## config.mk

```make
export PLATFORM = sky130hd
export DESIGN_NAME = alu_pipe_seq
export DESIGN_NICKNAME = d
export VERILOG_FILES = /design/src/rtl/alu_pkg.sv /design/src/rtl/alu_seq_mul.sv /design/src/rtl/alu_pipe_seq.sv
export SDC_FILE = /design/constraint.sdc
export NUM_CORES = 1
export LEC_CHECK = 0
export BUFFER_PORTS_ARGS = -buffer_cell sky130_fd_sc_hd__buf_2
export CAP_MARGIN = 20
export CORE_ASPECT_RATIO = 1.5
export CORE_UTILIZATION = 35
export DETAILED_ROUTE_END_ITERATION = 8
export MAX_ROUTING_LAYER = met4
export PLACE_DENSITY = 0.6
export SKIP_CTS_REPAIR_TIMING = 1
export SYNTH_ARGS = -nofsm -noshare
export SYNTH_HDL_FRONTEND = slang
export SYNTH_SLANG_ARGS = --single-unit
```

## constraint.sdc

```tcl
create_clock -name clk -period 5.6 [get_ports clk]
set_input_delay 0.28 -clock clk [delete_from_list [all_inputs] [get_ports clk]]
set_output_delay 0.28 -clock clk [all_outputs]
set_load 0.05 [all_outputs]
```

## src/rtl/alu_pkg.sv

```systemverilog
// Purpose: shared definitions for the pipelined/sequential ALU: opcode encodings,
//          FSM state type, flag bundle and an opcode classification helper.
// Contents: OP_* opcode localparams, alu_state_t {IDLE, MUL}, alu_flags_t,
//           is_mul_op().
package alu_pkg;

  localparam logic [3:0] OP_EQ   = 4'b0000;
  localparam logic [3:0] OP_LT   = 4'b0001;
  localparam logic [3:0] OP_LTU  = 4'b0010;
  localparam logic [3:0] OP_GT   = 4'b0011;
  localparam logic [3:0] OP_GTU  = 4'b0100;
  localparam logic [3:0] OP_ADD  = 4'b0101;
  localparam logic [3:0] OP_ADD2 = 4'b0110;
  localparam logic [3:0] OP_SUB  = 4'b0111;
  localparam logic [3:0] OP_SLL  = 4'b1000;
  localparam logic [3:0] OP_SRL  = 4'b1001;
  localparam logic [3:0] OP_SRA  = 4'b1010;
  localparam logic [3:0] OP_OR   = 4'b1011;
  localparam logic [3:0] OP_XOR  = 4'b1100;
  localparam logic [3:0] OP_AND  = 4'b1101;
  localparam logic [3:0] OP_MULL = 4'b1110;
  localparam logic [3:0] OP_MULH = 4'b1111;

  typedef enum logic {
    IDLE = 1'b0,
    MUL  = 1'b1
  } alu_state_t;

  typedef struct packed {
    logic zero;
    logic overflow;
    logic negative;
    logic carry;
  } alu_flags_t;

  // Both multiply opcodes share the 111x prefix.
  function automatic logic is_mul_op(input logic [3:0] op);
    return op[3:1] == 3'b111;
  endfunction

endpackage

```

## src/rtl/alu_seq_mul.sv

```systemverilog
// Purpose: iterative unsigned shift-add multiplier, one partial product per cycle.
// Ports:
//   i_clk, i_rst   clock, asynchronous active-high reset (aborts any product)
//   i_start        latch operands and begin (ignored bookkeeping-wise while running)
//   i_a, i_b       operands, sampled only when i_start is high
//   o_done         one-cycle pulse, o_prod valid in the same cycle
//   o_prod         full 2*WIDTH-bit product
module alu_seq_mul #(
  parameter int unsigned WIDTH = 32
) (
  input  logic               i_clk,
  input  logic               i_rst,
  input  logic               i_start,
  input  logic [WIDTH-1:0]   i_a,
  input  logic [WIDTH-1:0]   i_b,
  output logic               o_done,
  output logic [2*WIDTH-1:0] o_prod
);

  localparam int unsigned CW = $clog2(WIDTH);

  logic [2*WIDTH-1:0] r_mcand;
  logic [WIDTH-1:0]   r_mplier;
  logic [2*WIDTH-1:0] r_acc;
  logic [CW-1:0]      r_cnt;
  logic               r_run;
  logic               r_done;

  always_ff @(posedge i_clk or posedge i_rst) begin
    if (i_rst) begin
      r_mcand  <= '0;
      r_mplier <= '0;
      r_acc    <= '0;
      r_cnt    <= '0;
      r_run    <= 1'b0;
      r_done   <= 1'b0;
    end else begin
      r_done <= 1'b0;
      if (i_start) begin
        r_mcand  <= {{WIDTH{1'b0}}, i_a};
        r_mplier <= i_b;
        r_acc    <= '0;
        r_cnt    <= CW'(WIDTH - 1);
        r_run    <= 1'b1;
      end else if (r_run) begin
        // Add the shifted multiplicand for each set multiplier bit, LSB first.
        if (r_mplier[0]) begin
          r_acc <= r_acc + r_mcand;
        end
        r_mcand  <= r_mcand << 1;
        r_mplier <= r_mplier >> 1;
        r_cnt    <= r_cnt - 1'b1;
        if (r_cnt == '0) begin
          r_run  <= 1'b0;
          r_done <= 1'b1;
        end
      end
    end
  end

  assign o_done = r_done;
  assign o_prod = r_acc;

endmodule

```

## src/rtl/alu_pipe_seq.sv

```systemverilog
// Purpose: registered, valid/ready-handshaked ALU. Single-cycle ops (compare, add/sub,
//          shift, logic) have latency 1 at full throughput; MUL_LO/MUL_HI run on an
//          iterative multiplier and deliver WIDTH+1 cycles after accept.
// Ports:
//   clk, rst                       clock, asynchronous active-high reset
//   in_valid/in_ready              request handshake (accept = in_valid & in_ready)
//   a, b, alu_cntrl, cin           operands, opcode, carry-in (ADD only)
//   out_valid/out_ready            result handshake
//   out, zero, overflow, negative, carry, illegal   registered result and flags
//   busy                           multiply in progress
module alu_pipe_seq #(
  parameter int unsigned WIDTH  = 32,
  parameter bit          MUL_EN = 1'b1
) (
  input  logic             clk,
  input  logic             rst,
  input  logic             in_valid,
  output logic             in_ready,
  input  logic [WIDTH-1:0] a,
  input  logic [WIDTH-1:0] b,
  input  logic [3:0]       alu_cntrl,
  input  logic             cin,
  output logic             out_valid,
  input  logic             out_ready,
  output logic [WIDTH-1:0] out,
  output logic             zero,
  output logic             overflow,
  output logic             negative,
  output logic             carry,
  output logic             illegal,
  output logic             busy
);

  import alu_pkg::*;

  localparam int unsigned MSB = WIDTH - 1;
  localparam int unsigned SHW = $clog2(WIDTH);

  alu_state_t         r_state;
  logic               r_out_valid;
  logic [WIDTH-1:0]   r_out;
  alu_flags_t         r_flags;
  logic               r_illegal;
  logic               r_mul_hi;

  logic               w_accept;
  logic               w_mul_start;
  logic               w_load_single;
  logic               w_load_mul;
  logic               w_illegal;
  logic [WIDTH:0]     w_add;
  logic [WIDTH:0]     w_sub;
  logic [SHW-1:0]     w_shamt;
  logic [WIDTH-1:0]   w_res;
  alu_flags_t         w_flags;
  logic               w_mul_done;
  logic [2*WIDTH-1:0] w_prod;
  logic [WIDTH-1:0]   w_mul_res;

  // Combinational only through out_ready; held low during reset so every output reads 0.
  assign in_ready = ~rst & (r_state == IDLE) & (~r_out_valid | out_ready);

  assign w_accept      = in_valid & in_ready;
  assign w_illegal     = is_mul_op(alu_cntrl) & ~MUL_EN;
  assign w_mul_start   = w_accept & is_mul_op(alu_cntrl) & MUL_EN;
  assign w_load_single = w_accept & ~w_mul_start;
  assign w_load_mul    = (r_state == MUL) & w_mul_done;

  assign w_add   = {1'b0, a} + {1'b0, b} + {{WIDTH{1'b0}}, cin};
  // Carry out of a + ~b + 1 is the "no borrow" indication.
  assign w_sub   = {1'b0, a} + {1'b0, ~b} + (WIDTH + 1)'(1);
  assign w_shamt = b[SHW-1:0];

  always_comb begin
    w_res   = '0;
    w_flags = '0;
    case (alu_cntrl)
      OP_EQ:  w_flags.zero = (a == b);
      OP_LT:  w_flags.zero = ($signed(a) < $signed(b));
      OP_LTU: w_flags.zero = (a < b);
      OP_GT:  w_flags.zero = ($signed(a) > $signed(b));
      OP_GTU: w_flags.zero = (a > b);
      OP_ADD, OP_ADD2: begin
        w_res            = w_add[WIDTH-1:0];
        w_flags.carry    = w_add[WIDTH];
        w_flags.overflow = (a[MSB] == b[MSB]) & (w_add[MSB] != a[MSB]);
      end
      OP_SUB: begin
        w_res            = w_sub[WIDTH-1:0];
        w_flags.carry    = w_sub[WIDTH];
        w_flags.overflow = (a[MSB] != b[MSB]) & (w_sub[MSB] != a[MSB]);
      end
      OP_SLL: w_res = a << w_shamt;
      OP_SRL: w_res = a >> w_shamt;
      OP_SRA: w_res = $signed(a) >>> w_shamt;
      OP_OR:  w_res = a | b;
      OP_XOR: w_res = a ^ b;
      OP_AND: w_res = a & b;
      // Multiplies never load from here; illegal ones load the all-zero default.
      default: w_res = '0;
    endcase
    w_flags.negative = w_res[MSB];
  end

  alu_seq_mul #(
    .WIDTH(WIDTH)
  ) u_mul (
    .i_clk  (clk),
    .i_rst  (rst),
    .i_start(w_mul_start),
    .i_a    (a),
    .i_b    (b),
    .o_done (w_mul_done),
    .o_prod (w_prod)
  );

  assign w_mul_res = r_mul_hi ? w_prod[2*WIDTH-1:WIDTH] : w_prod[WIDTH-1:0];

  always_ff @(posedge clk or posedge rst) begin
    if (rst) begin
      r_state     <= IDLE;
      r_out_valid <= 1'b0;
      r_out       <= '0;
      r_flags     <= '0;
      r_illegal   <= 1'b0;
      r_mul_hi    <= 1'b0;
    end else begin
      case (r_state)
        IDLE: begin
          if (w_mul_start) begin
            r_state  <= MUL;
            r_mul_hi <= (alu_cntrl == OP_MULH);
          end
        end
        MUL: begin
          if (w_mul_done) begin
            r_state <= IDLE;
          end
        end
        default: r_state <= IDLE;
      endcase

      // A new result overrides the consume-clear of the previous one.
      if (w_load_single) begin
        r_out_valid <= 1'b1;
        r_out       <= w_res;
        r_flags     <= w_flags;
        r_illegal   <= w_illegal;
      end else if (w_load_mul) begin
        r_out_valid <= 1'b1;
        r_out       <= w_mul_res;
        r_flags     <= '{zero: 1'b0, overflow: 1'b0, negative: w_mul_res[MSB], carry: 1'b0};
        r_illegal   <= 1'b0;
      end else if (out_ready) begin
        r_out_valid <= 1'b0;
      end
    end
  end

  assign out_valid = r_out_valid;
  assign out       = r_out;
  assign zero      = r_flags.zero;
  assign overflow  = r_flags.overflow;
  assign negative  = r_flags.negative;
  assign carry     = r_flags.carry;
  assign illegal   = r_illegal;
  assign busy      = (r_state == MUL);

endmodule

```

[Word level (Yosys, flattened, before mapping)]
Index checks and enable logic that the tools add are counted.
Word-level totals
  flip-flop bits (word level): 207
  logic and storage cells: 106
  output and inout port bits: 40
Operators by class
  bitwise logic cells: 17
  mux-type cells: 32
  $add $sub $neg: 6
  reductions and logical operators: 9
  shift operators: 3
  eq/ne operators: 20
  order comparisons: 4
Operators with widths (number)
  $mux W64: 5
  $pmux W32 S8: 1
  $mux W32: 5
  $add A32 B32 Y33: 2
  $add A64 B64 Y64: 1
  $gt A32 B32 Y1: 2
  $lt A32 B32 Y1: 2
  $add A33 B1 Y33: 1
  $add A33 B1 Y33 const B: 1
  $and A32 B32 Y32: 1
  $eq A32 B32 Y1: 1
  $not A32 Y32: 1
  $or A32 B32 Y32: 1
  $shl A32 B5 Y32: 1
  $shr A32 B5 Y32: 1
  $sshr A32 B5 Y32: 1
  $xor A32 B32 Y32: 1
  $eq A4 B4 Y1 const B: 7
  $eq A4 B3 Y1 const B: 4
  $mux W1: 13
  $mux W5: 2
  $and A1 B1 Y1: 8
  $eq A4 B2 Y1 const B: 2
  $mux W4: 2
  15 further kinds: 25

[Depth between registers and ports, before layout]
Gate-level depths: netlist of run 1.
  word-level depth: 8
  mapped depth: 17
  mapped depth without buffers: 15

[Modules after synthesis]
A second synthesis of run 1 with hierarchy kept.
Unflattened totals
  cell total of the unflattened synthesis: 2856
  area, all modules: 23166.0 um2
Modules (own cells, without submodules)
  alu_pipe_seq: cells an instance 1600, area each 12086.6 um2, seq. area each 950.9 um2, times used 1
  alu_seq_mul: cells an instance 1256, area each 11079.4 um2, seq. area each 4179.0 um2, times used 1

[Worst setup path before layout of run 1]
Ideal clock, no wire load.
  kind: input to register
  from: input port b[2]
  to: register r_flags, in the netlist overflow
  path buffers: 4
  setup time: 0.122 ns
  cell stages on the path: 17
  setup slack: 1.218 ns
  data arrival time: 4.261 ns
  path through: inv_1 > buf_1 > buf_1 > clkbuf_1 > ha_1 > clkbuf_1 > o21ai_0 > o21bai_1 > o31a_1 > a31o_2 > a31oi_1 > o21ai_1 > a41o_1 > a21oi_2 > nor3_1 > a311o_1 > a32o_1
On the way
  longest elaborated chain between the ends: 7
  elaborated cells on any way between the ends: 11
Ends and longest elaborated chain
  start: declaration: RTL line alu_pipe_seq.sv:20  | input logic [WIDTH-1:0] b,
  $not A32 Y32: RTL line alu_pipe_seq.sv:71  | assign w_sub = {1'b0, a} + {1'b0, ~b} + (WIDTH + 1)'(1);
  $add A32 B32 Y33: RTL line alu_pipe_seq.sv:71
  $add A33 B1 Y33: RTL line alu_pipe_seq.sv:71
  $ne A1 B1 Y1: RTL line alu_pipe_seq.sv:91  | w_flags.overflow = (a[MSB] != b[MSB]) & (w_sub[MSB] != a[MSB]);
  $and A1 B1 Y1: RTL line alu_pipe_seq.sv:91
  $pmux W1 S2 (*): RTL line alu_pipe_seq.sv:77  | case (alu_cntrl)
  $mux W4 (*): RTL line alu_pipe_seq.sv:144  | if (w_load_single) begin
  end signal: assignment: RTL line alu_pipe_seq.sv:147  | r_flags <= w_flags;
  end signal: assignment: RTL line alu_pipe_seq.sv:152  | r_flags <= '{zero: 1'b0, overflow: 1'b0, negative: w_mul_res[MSB], carry: 1'b0};
  end: declaration: RTL line alu_pipe_seq.sv:42  | alu_flags_t r_flags;
Every way passes the cells marked *; elsewhere a longest branch is shown, timed or not.
A chain may end at the register's enable or synchronous reset.

[Final worst setup path of run 1]
  from: register u_mul.r_mcand[23]
  to: register u_mul.r_acc[62] (netlist: u_mul.o_prod[62])
On the way
  longest elaborated chain between the ends: 4
Ends and longest elaborated chain
  start: declaration: RTL line alu_seq_mul.sv:22  | logic [2*WIDTH-1:0] r_mcand;
  start signal: assignment: RTL line alu_seq_mul.sv:40  | r_mcand <= {{WIDTH{1'b0}}, i_a};
  start signal: assignment: RTL line alu_seq_mul.sv:50  | r_mcand <= r_mcand << 1;
  $add A64 B64 Y64: RTL line alu_seq_mul.sv:48  | r_acc <= r_acc + r_mcand;
  $mux W64: RTL line alu_seq_mul.sv:47  | if (r_mplier[0]) begin
  $mux W64: RTL line alu_seq_mul.sv:45  | end else if (r_run) begin
  $mux W64: RTL line alu_seq_mul.sv:39  | if (i_start) begin
  end signal: assignment: RTL line alu_seq_mul.sv:48
  end: declaration: RTL line alu_seq_mul.sv:24  | logic [2*WIDTH-1:0] r_acc;
Every way passes these cells. The select of a mux whose other input is x is not followed.

==> flow_summary.yaml, run 1 <==
logic_synthesis:
  synthXorXnorAreaFrac_pct: 3.11
  syn_nets: 2866
  synthFlopType: "dfrtp_1"
  synth_top_family_by_area: "compound AO/OA/AOI/OAI gates"
  synth-seq-area-share_pct: 24.3
  synth_most_common_cell: "nand2_1"
  synth.area.top_cells: "dfrtp_1, ha_1, mux2i_1"
  ys_types: 85
  synth_compound_area_share_pct: 25.8
  synth_top_area_share_pct: 24.3
  synthCells: 2619
  synthSimpleGateAreaFrac_pct: 16.2
  syn_avg_cell_area_um2: 8.05
  synth.top_cells.by_count: "nand2_1, a21oi_1, nor2_1"
  synthMuxAreaShare_pct: 14.6
  ys_seq_elements: 205
  synth_fa_ha_area_share_pct: 10.5
  yosys.area.top_type: "dfrtp_1"
  synth_edf_count: 0
  async_reset_ff_share_pct: 100
  netlist_area_um2: 21100
  ys.warnings.count: 0
power:
  total_power_uw: 10000
  powerDensity_nw_per_um2: 435
  leakage_uw: 0.00987
  vdd_ir_drop_max_v: 0.000223
sta:
  worstMarginPinSlew_ns: 1.11
  finalCritPeriodShare_pct: 74.8
  fin_crit_ns: 4.19
  rsz0062_at_grt: "no"
  max_freq_mhz: 239
  fin_worst_skew_ns: 0.0276
  fin_hold_ws_ns: -0.0579
  slew_viol_final: 0
  setup_violations: 0
  hold_viol_final: 22
  relSlewSlack_pct: 24.2
  setup_tns_ns: 0
clock_tree:
  cts_tree: "built"
  clkTransAtPathRegs_ns: 0.08
  clock-root-buffer: "clkbuf_16"
  clock_latency_ns: 0.54
  clock_sinks: 205
  htree_levels: 1
  cts_max_path_buffers: 3
  numCtsBuffers: 22
die:
  pin_count: 113
  die_h_um: 303
  start_util_pct: 35.6
  chipWidth_um: 202
  core-area_um2: 59200
  rows: 109
  die-area_um2: 61300
global_routing:
  grt_use_met3_pct: 1.99
  grtUsageMet2_pct: 51.2
  grt.total_usage_pct: 29.4
  grt_pass1_wl_um: 133000
  grt_max_degree: 171
  grtUsageMet1_pct: 33.6
  grt_pass1_vias: 20600
  top_usage_layer: "met2"
  antenna_found_initial: 1
  overflow: 0
drt:
  wl_per_cell_um: 26.1
  route.detailed.drc: 0
  vias: 20900
  drt_iter0_drc: 1591
  vias_per_cell: 6.13
  firstDrtPassIters: 5
  final_antenna_net_count: 0
  wirelength_um: 88800
critical_path:
  crit_start: "u_mul.r_mcand[23]$_DFFE_PP0P_"
  cp_max_fo: 9
  reg2reg_from: "u_mul.r_mcand[23]$_DFFE_PP0P_"
  required_ns: 5.99
  endpoint_kind: "flip-flop"
  cp-start-kind: "flip-flop"
  cp.arrival_ns: 4.58
  crit_type: "flip-flop to flip-flop"
place:
  numPortBuffers: 111
  dp_hpwl_um: 67500
  gp_congestion: 1.02
worst_hold_path:
  min_path_type: "input pin to async pin"
finish:
  fin_util_pct: 38.9
  drive_gt1_share_pct: 11.4
  area_growth_pct: 9.12
  n_antenna_cell: 0
  finalNetCount: 2859
  fillers: 6178
flow_run:
  drv_cap: 0
outcome:
  status: "complete, but fails checks"
  violations: "hold timing"
## worst max-delay path: stages (launching register included)
cell and delay (ns):
dfrtp_1 0.41, ha_1 0.44, a21oi_1 0.45, o211ai_1 0.17, a211oi_1 0.37, a21oi_1 0.13, o31ai_2 0.67, o31ai_2 0.23
o2111ai_1 0.25, buf_4 0.21, o311ai_1 0.18, o31ai_1 0.28, xor2_1 0.17, a21oi_1 0.08
## path summary, 6_finish.rpt
check                                                 to  slack, ns  depth (start not counted)
setup / recovery            u_mul.o_prod[62]$_DFFE_PP0P_       1.41                         13
hold / removal                       out[30]$_DFFE_PP0P_      -0.06                          3
setup reg to reg            u_mul.o_prod[62]$_DFFE_PP0P_       1.41                         13
hold reg to reg                           busy$_DFF_PP0_       0.47                          1
max in group asynchronous  u_mul.r_mcand[48]$_DFFE_PP0P_       4.42                          4
min in group clk           u_mul.r_mplier[8]$_DFFE_PP0P_          0                          3
## metal layers
metal,routed length (µm),vias up
met5,0,-
met4,5730,0
met3,4820,219
met2,44900,924
met1,33300,10200
li1,-,9577
## report_power, final
part / internal (µW) / switching (µW)
combinational: 2190 / 3550
clock: 896 / 688
sequential: 2080 / 621
## stage by stage
| stage | cell area [µm²] | hold slack [ns] | std cells | worst slack, ns |
|---|---|---|---|---|
| 6_report | 23000 | -0.0579 | 3405 | 1.41 |
| 5_1_grt | 23000 | 0.0153 | 3405 | 1.14 |
| 4_1_cts | 23000 | -0.0140 | 3405 | 1.46 |
| 3_5_place_dp | 22300 | 0.463 | 3365 | 0.928 |
| 3_3_place_gp | 22300 | 0.461 | 3363 | 0.895 |
| 2_1_floorplan | 21100 | 0.380 | 2619 | 1.22 |
## state kept, by name, summed over array words and instances (netlist names)
| name | count |
|---|---|
| u_mul.o_prod | 64 |
| u_mul.r_mcand | 64 |
| out | 32 |
| u_mul.r_mplier | 32 |
| u_mul.r_cnt | 5 |
| busy | 1 |
| carry | 1 |
| out_valid | 1 |
| overflow | 1 |
| r_mul_hi | 1 |
| u_mul.o_done | 1 |
| u_mul.r_run | 1 |
| zero | 1 |
## placed cells by master, fill, tap and decap left out, types with 47 or more instances in the layout
cell type and count:
a21oi_1 271, nand2_1 270, nor2_1 258, o21ai_0 213, dfrtp_1 203, ha_1 170, mux2i_1 164, buf_2 111
inv_1 108, nor3_1 63, mux4_2 58, nand3_1 47, xnor2_1 47, a21o_1 47
## logic make-up after synthesis
| group | count (synthesis) |
|---|---|
| buf+inv | 295 |
| simple gates | 774 |
| other cells | 1 |
| compound gates | 862 |
| flops | 205 |
| fa+ha+maj | 174 |
| mux | 233 |
| xor+xnor | 75 |
## final cells by class
class                           count  area, µm²  area share (%)
Clock buffer                       31        636            2.76
Timing Repair Buffer              152        885            3.84
Inverter                          112        424            1.84
Sequential cell                   205       5130            22.3
Clock inverter                      9        119           0.516
Multi-Input combinational cell   2119      14800            64.5
Tap cell                          777        972            4.22
Power figures use the tool's default switching activity.
==> run 2, diff against run 1 <==
- ABC_AREA: default -> 1
- PLACE_DENSITY: 0.6 -> 0.58
- clock period: 5.6 -> 4.3 ns (I/O delays scaled with it)
==> flow_summary.yaml, run 2 <==
outcome:
  status: "complete, but fails checks"
  violations: "hold timing"
logic_synthesis:
  synth_edf_count: 0
  synth-seq-area-share_pct: 21.4
  syn_avg_cell_area_um2: 5.82
  synthFlopType: "dfrtp_1"
  synth_most_common_cell: "nand2_1"
  ys.warnings.count: 0
  synth.area.top_cells: "dfrtp_1, nand2_1, nand3_1"
  ys_types: 49
  synth.top_cells.by_count: "nand2_1, nand3_1, inv_1"
  yosys.area.top_type: "dfrtp_1"
  synth_top_area_share_pct: 21.4
  syn_nets: 4366
  ys_seq_elements: 205
  netlist_area_um2: 24000
  async_reset_ff_share_pct: 100
  synthCells: 4119
finish:
  finalNetCount: 4392
  final_common_cell: "nand2_1"
  drive_gt1_share_pct: 6.53
  multiInputGateArea_um2: 16300
  fillers: 7807
  area_growth_pct: 10.5
  mostFrequentLayoutCells: "nand2_1, nand3_1, inv_1, nor2_1, a21oi_1"
  regArea_um2: 5130
  final_design_area_no_fill_um2: 26500
power:
  leakage_uw: 0.0133
  p_int_uw: 6440
  powerDensity_nw_per_um2: 534
  swShare_pct: 54.5
  power.share.sequential_pct: 24.8
  p_switching_uw: 7710
  vdd_ir_drop_max_v: 0.000389
  combPwrFrac_pct: 57.2
  pwr-share-clk_pct: 18.0
global_routing:
  antenna_found_initial: 4
  grt_max_degree: 99
  overflow: 0
  grt_pass1_wl_um: 188000
  grt.total_usage_pct: 38.4
  grt_pass1_vias: 28600
drt:
  route.detailed.drc: 0
  drt_iter0_drc: 2066
  final_antenna_net_count: 0
  wirelength_um: 132000
  vias_per_cell: 5.61
  wl_per_cell_um: 26.1
  firstDrtPassIters: 5
  vias: 28400
sta:
  setup_violations: 0
  finalCritPeriodShare_pct: 73.6
  hold_viol_final: 17
  fin_crit_ns: 3.16
  slew_viol_final: 0
  worstMarginPinSlew_ns: 1.03
  fin_worst_skew_ns: 0.0327
  fin_hold_ws_ns: -0.0393
  relSlewSlack_pct: 31.2
  max_freq_mhz: 316
  rsz0062_at_grt: "no"
  setup_tns_ns: 0
clock_tree:
  clock_latency_ns: 0.63
  htree_levels: 1
  cts_tree: "built"
  clkTransAtPathRegs_ns: 0.06
  clock_sinks: 205
  numCtsBuffers: 27
  cts_max_path_buffers: 3
  clock-root-buffer: "clkbuf_16"
die:
  pin_count: 113
  rows: 117
  chipWidth_um: 216
  die-area_um2: 69500
  start_util_pct: 35.3
  die_h_um: 322
  core-area_um2: 67800
place:
  gp_congestion: 1.11
  placed_area_um2: 25400
  dp_hpwl_um: 107000
  numPortBuffers: 111
critical_path:
  crit_type: "input pin to flip-flop"
  cp_max_fo: 9
  cp.arrival_ns: 3.66
  endpoint_kind: "flip-flop"
  required_ns: 4.79
  cp-start-kind: "input pin"
flow_run:
  drv_cap: 0
worst_hold_path:
  min_path_type: "input pin to flip-flop"
run 2: logic make-up after synthesis:
| logic type | after synthesis | share of synthesized area (%) |
|---|---|---|
| xor gates and xnor gates | 13 | 0.475 |
| adders and majority gates | 174 | 9.21 |
| and+or+nand+nor | 2401 | 42.1 |
| AOI/OAI and AO/OA | 656 | 15.4 |
| DFF | 205 | 21.4 |
| buffers and inverters | 669 | 11.3 |
| other | 1 | 0.0157 |
run 2: final timing paths:
check / startpoint / to / slack [ns] / cells after the start
worst max-delay path: a[12] / out[19]$_DFFE_PP0P_ / 1.14 / 14
worst min-delay path: b[21] / u_mul.r_mplier[21]$_DFFE_PP0P_ / -0.04 / 3
worst max register to register: u_mul.r_mcand[0]$_DFFE_PP0P_ / u_mul.o_prod[56]$_DFFE_PP0P_ / 1.19 / 14
worst min register to register: u_mul.r_cnt[4]$_DFFE_PP0P_ / u_mul.r_cnt[4]$_DFFE_PP0P_ / 0.47 / 1
max in group asynchronous: rst / u_mul.r_run$_DFF_PP0_ / 2.23 / 6
min in group asynchronous: rst / u_mul.r_mcand[60]$_DFFE_PP0P_ / 0.46 / 4
run 2: area by class of cell:
type	instances	area share [%]
inverter	492	7.05
clock buffer	32	2.66
timing repair buffer	174	4.28
sequential	205	19.4
clock inverter	18	0.893
antenna	6	0.0567
tap	892	4.21
multi-input combinational	3245	61.5
run 2: per-stage QoR:
step	utilization, %	total power (µW)	setup WS (ns)	cells
detailed placement	37.4	11500	1.06	4990
CTS	38.8	14100	1.21	5040
global placement	37.4	11400	1.06	4990
finish	39.1	14200	1.14	5064
floorplan	-	8740	-0.567	4119
global route	39.1	15000	0.973	5062
run 2: power groups by stage:
| stage | clock, µW | combinational [µW] | sequential, µW |
|---|---|---|---|
| after floorplan | 0 | 4940 | 3800 |
| after global placement | 0 | 7930 | 3510 |
| after detailed placement | 0 | 7970 | 3520 |
| after CTS | 2600 | 8000 | 3500 |
| after global routing | 2640 | 8780 | 3600 |
| final | 2550 | 8090 | 3510 |
run 2: worst max-delay path, stage by stage:
cell	delay (ns)
dlygate4sd3_1	0.53
buf_2	0.21
inv_1	0.07
ha_1	0.45
nor2_1	0.30
nand2_1	0.15
nor2_1	0.61
nand3_1	0.38
nand3_1	0.18
nand2_1	0.06
nand3_1	0.10
nand4_1	0.22
nand2_1	0.12
a21oi_1	0.06
run 2: per-layer routing:
layer / global-route usage, % / part of all wire, % / vias to the layer above
li1: - / - / 13500
met1: 36.3 / 34 / 13400
met5: - / 0 / -
met4: 32.4 / 10 / 0
met3: 4.79 / 5.1 / 430
met2: 69.2 / 51 / 1048
==> run 3, diff against run 2 <==
- clock period: 4.3 -> 3.2 ns (I/O delays scaled with it)
==> flow_summary.yaml, run 3 (synthesis gave the netlist of run 2 again) <==
outcome:
  status: "complete, but fails checks"
  violations: "hold timing"
clock_tree:
  clock_latency_ns: 0.62
  cts_max_path_buffers: 3
  clock_sinks: 205
  numCtsBuffers: 27
  htree_levels: 1
  cts_tree: "built"
  clkTransAtPathRegs_ns: 0.07
  clock-root-buffer: "clkbuf_16"
global_routing:
  overflow: 0
  grt.total_usage_pct: 37.2
  grt_max_degree: 92
  antenna_found_initial: 3
  grt_pass1_wl_um: 184000
  grt_pass1_vias: 28500
drt:
  wl_per_cell_um: 24.9
  vias: 28400
  wirelength_um: 128000
  final_antenna_net_count: 0
  drt_iter0_drc: 2218
  route.detailed.drc: 0
  firstDrtPassIters: 5
  vias_per_cell: 5.51
critical_path:
  required_ns: 3.70
  cp.arrival_ns: 3.63
  crit_start: "b[17]"
  cpPeakStageDelay_ns: 0.69
  crit_buf_inv: 4
  cp_max_fo: 3
  reg2reg_from: "u_mul.r_mcand[25]$_DFFE_PP0P_"
  crit_slowest_cell: "nor3_1"
  cp-start-kind: "input pin"
  crit_type: "input pin to flip-flop"
  crit_chain: "dlygate4sd3_1, buf_2, inv_1, ha_1, nor2_1, nand2_1, inv_1, nand2_1, nor3_1, nand2_1, nand2_1, nand2_1, nand3_1, nand3_1, nand2_1, a21oi_1"
  endpoint_kind: "flip-flop"
  cp_top_family: "simple AND/OR/NAND/NOR gates"
  cpMostUsedCell: "nand2_1"
place:
  numPortBuffers: 111
  dp_hpwl_um: 106000
  post-place-cells: 5058
  gp_congestion: 1.10
  placed_area_um2: 25900
sta:
  max_freq_mhz: 319
  fin_crit_ns: 3.14
  worstMarginPinSlew_ns: 0.826
  setup_tns_ns: 0
  rsz0062_at_grt: "no"
  fin_hold_ws_ns: -0.0738
  relSlewSlack_pct: 45.0
  finalCritPeriodShare_pct: 98.1
  slew_viol_final: 0
  setup_violations: 0
  fin_worst_skew_ns: 0.0260
  hold_viol_final: 12
flow_run:
  drv_cap: 0
finish:
  multiInputGateArea_um2: 16300
  instances_no_fill: 5149
  area_growth_pct: 13.9
  mostFrequentLayoutCells: "nand2_1, nand3_1, inv_1, nor2_1, a21oi_1"
  final_common_cell: "nand2_1"
  final_design_area_no_fill_um2: 27300
  finalNetCount: 4480
  regArea_um2: 5130
  fin_util_pct: 40.2
  drive_gt1_share_pct: 7.95
  fillers: 7696
die:
  die_h_um: 322
  chipWidth_um: 216
  die-area_um2: 69500
  core-area_um2: 67800
  rows: 117
  start_util_pct: 35.3
  pin_count: 113
power:
  total_power_uw: 19200
  leakage_uw: 0.0137
  vdd_ir_drop_max_v: 0.000781
  powerDensity_nw_per_um2: 703
worst_hold_path:
  min_path_type: "input pin to flip-flop"
  min_from: "a[26]"
-- run 3: changes by cell type in the layout (fill, tap and decap cells not counted), sizes merged --
| cell | before | now |
|---|---|---|
| buf | 156 | 224 |
| clkbuf | 33 | 36 |
| clkinv | 10 | 9 |
| diode | 6 | 3 |
| dlygate4sd3 | 17 | 38 |
| inv | 491 | 488 |
-- run 3: worst min-delay path, cell delays in order --
cell     delay (ns)
buf_2          0.17
nor2_1         0.11
a31oi_1        0.04
-- run 3: report_power, final --
part / leakage (µW) / internal (µW) / switching, µW
Combinational: 0.0106 / 3240 / 7850
Sequential: 0.00262 / 3700 / 998
Clock: 0.000449 / 1970 / 1420
Total: 0.0137 / 8910 / 10300
-- run 3: final cells by class --
type | count | share of cell area, %
clock inverters | 14 | 0.702
diodes | 3 | 0.0275
inverters | 492 | 6.85
flip-flops and latches | 205 | 18.8
clock buffers | 36 | 2.75
well taps | 892 | 4.09
repair buffers | 262 | 7.09
multi-input cells | 3245 | 59.7
-- run 3: through the flow --
stage | setup slack [ns] | hold WS (ns)
floorplan | -1.61 | 0.256
global placement | -0.405 | 0.362
detailed placement | -0.334 | 0.368
CTS | 0.307 | -0.273
global route | 0.00143 | 0.000123
finish | 0.0620 | -0.0738
-- run 3: worst paths after layout --
kind	slack [ns]	depth (start not counted)	end
max reg2reg	0.31	12	u_mul.o_prod[34]$_DFFE_PP0P_
max in group asynchronous	1.55	5	u_mul.r_run$_DFF_PP0_
min in group asynchronous	0.47	4	out[23]$_DFFE_PP0P_
max	0.06	16	out[31]$_DFFE_PP0P_
min	-0.07	3	u_mul.r_mcand[26]$_DFFE_PP0P_
min reg2reg	0.48	1	u_mul.r_cnt[4]$_DFFE_PP0P_
-- run 3: metal layers --
| layer | global-route usage [%] | vias up | part of all wire [%] |
|---|---|---|---|
| li1 | - | 13700 | - |
| met1 | 35.4 | 13200 | 34 |
| met2 | 66.3 | 1019 | 51 |
| met3 | 3.74 | 442 | 4.3 |
| met4 | 33.9 | 0 | 11 |
| met5 | - | - | 0 |
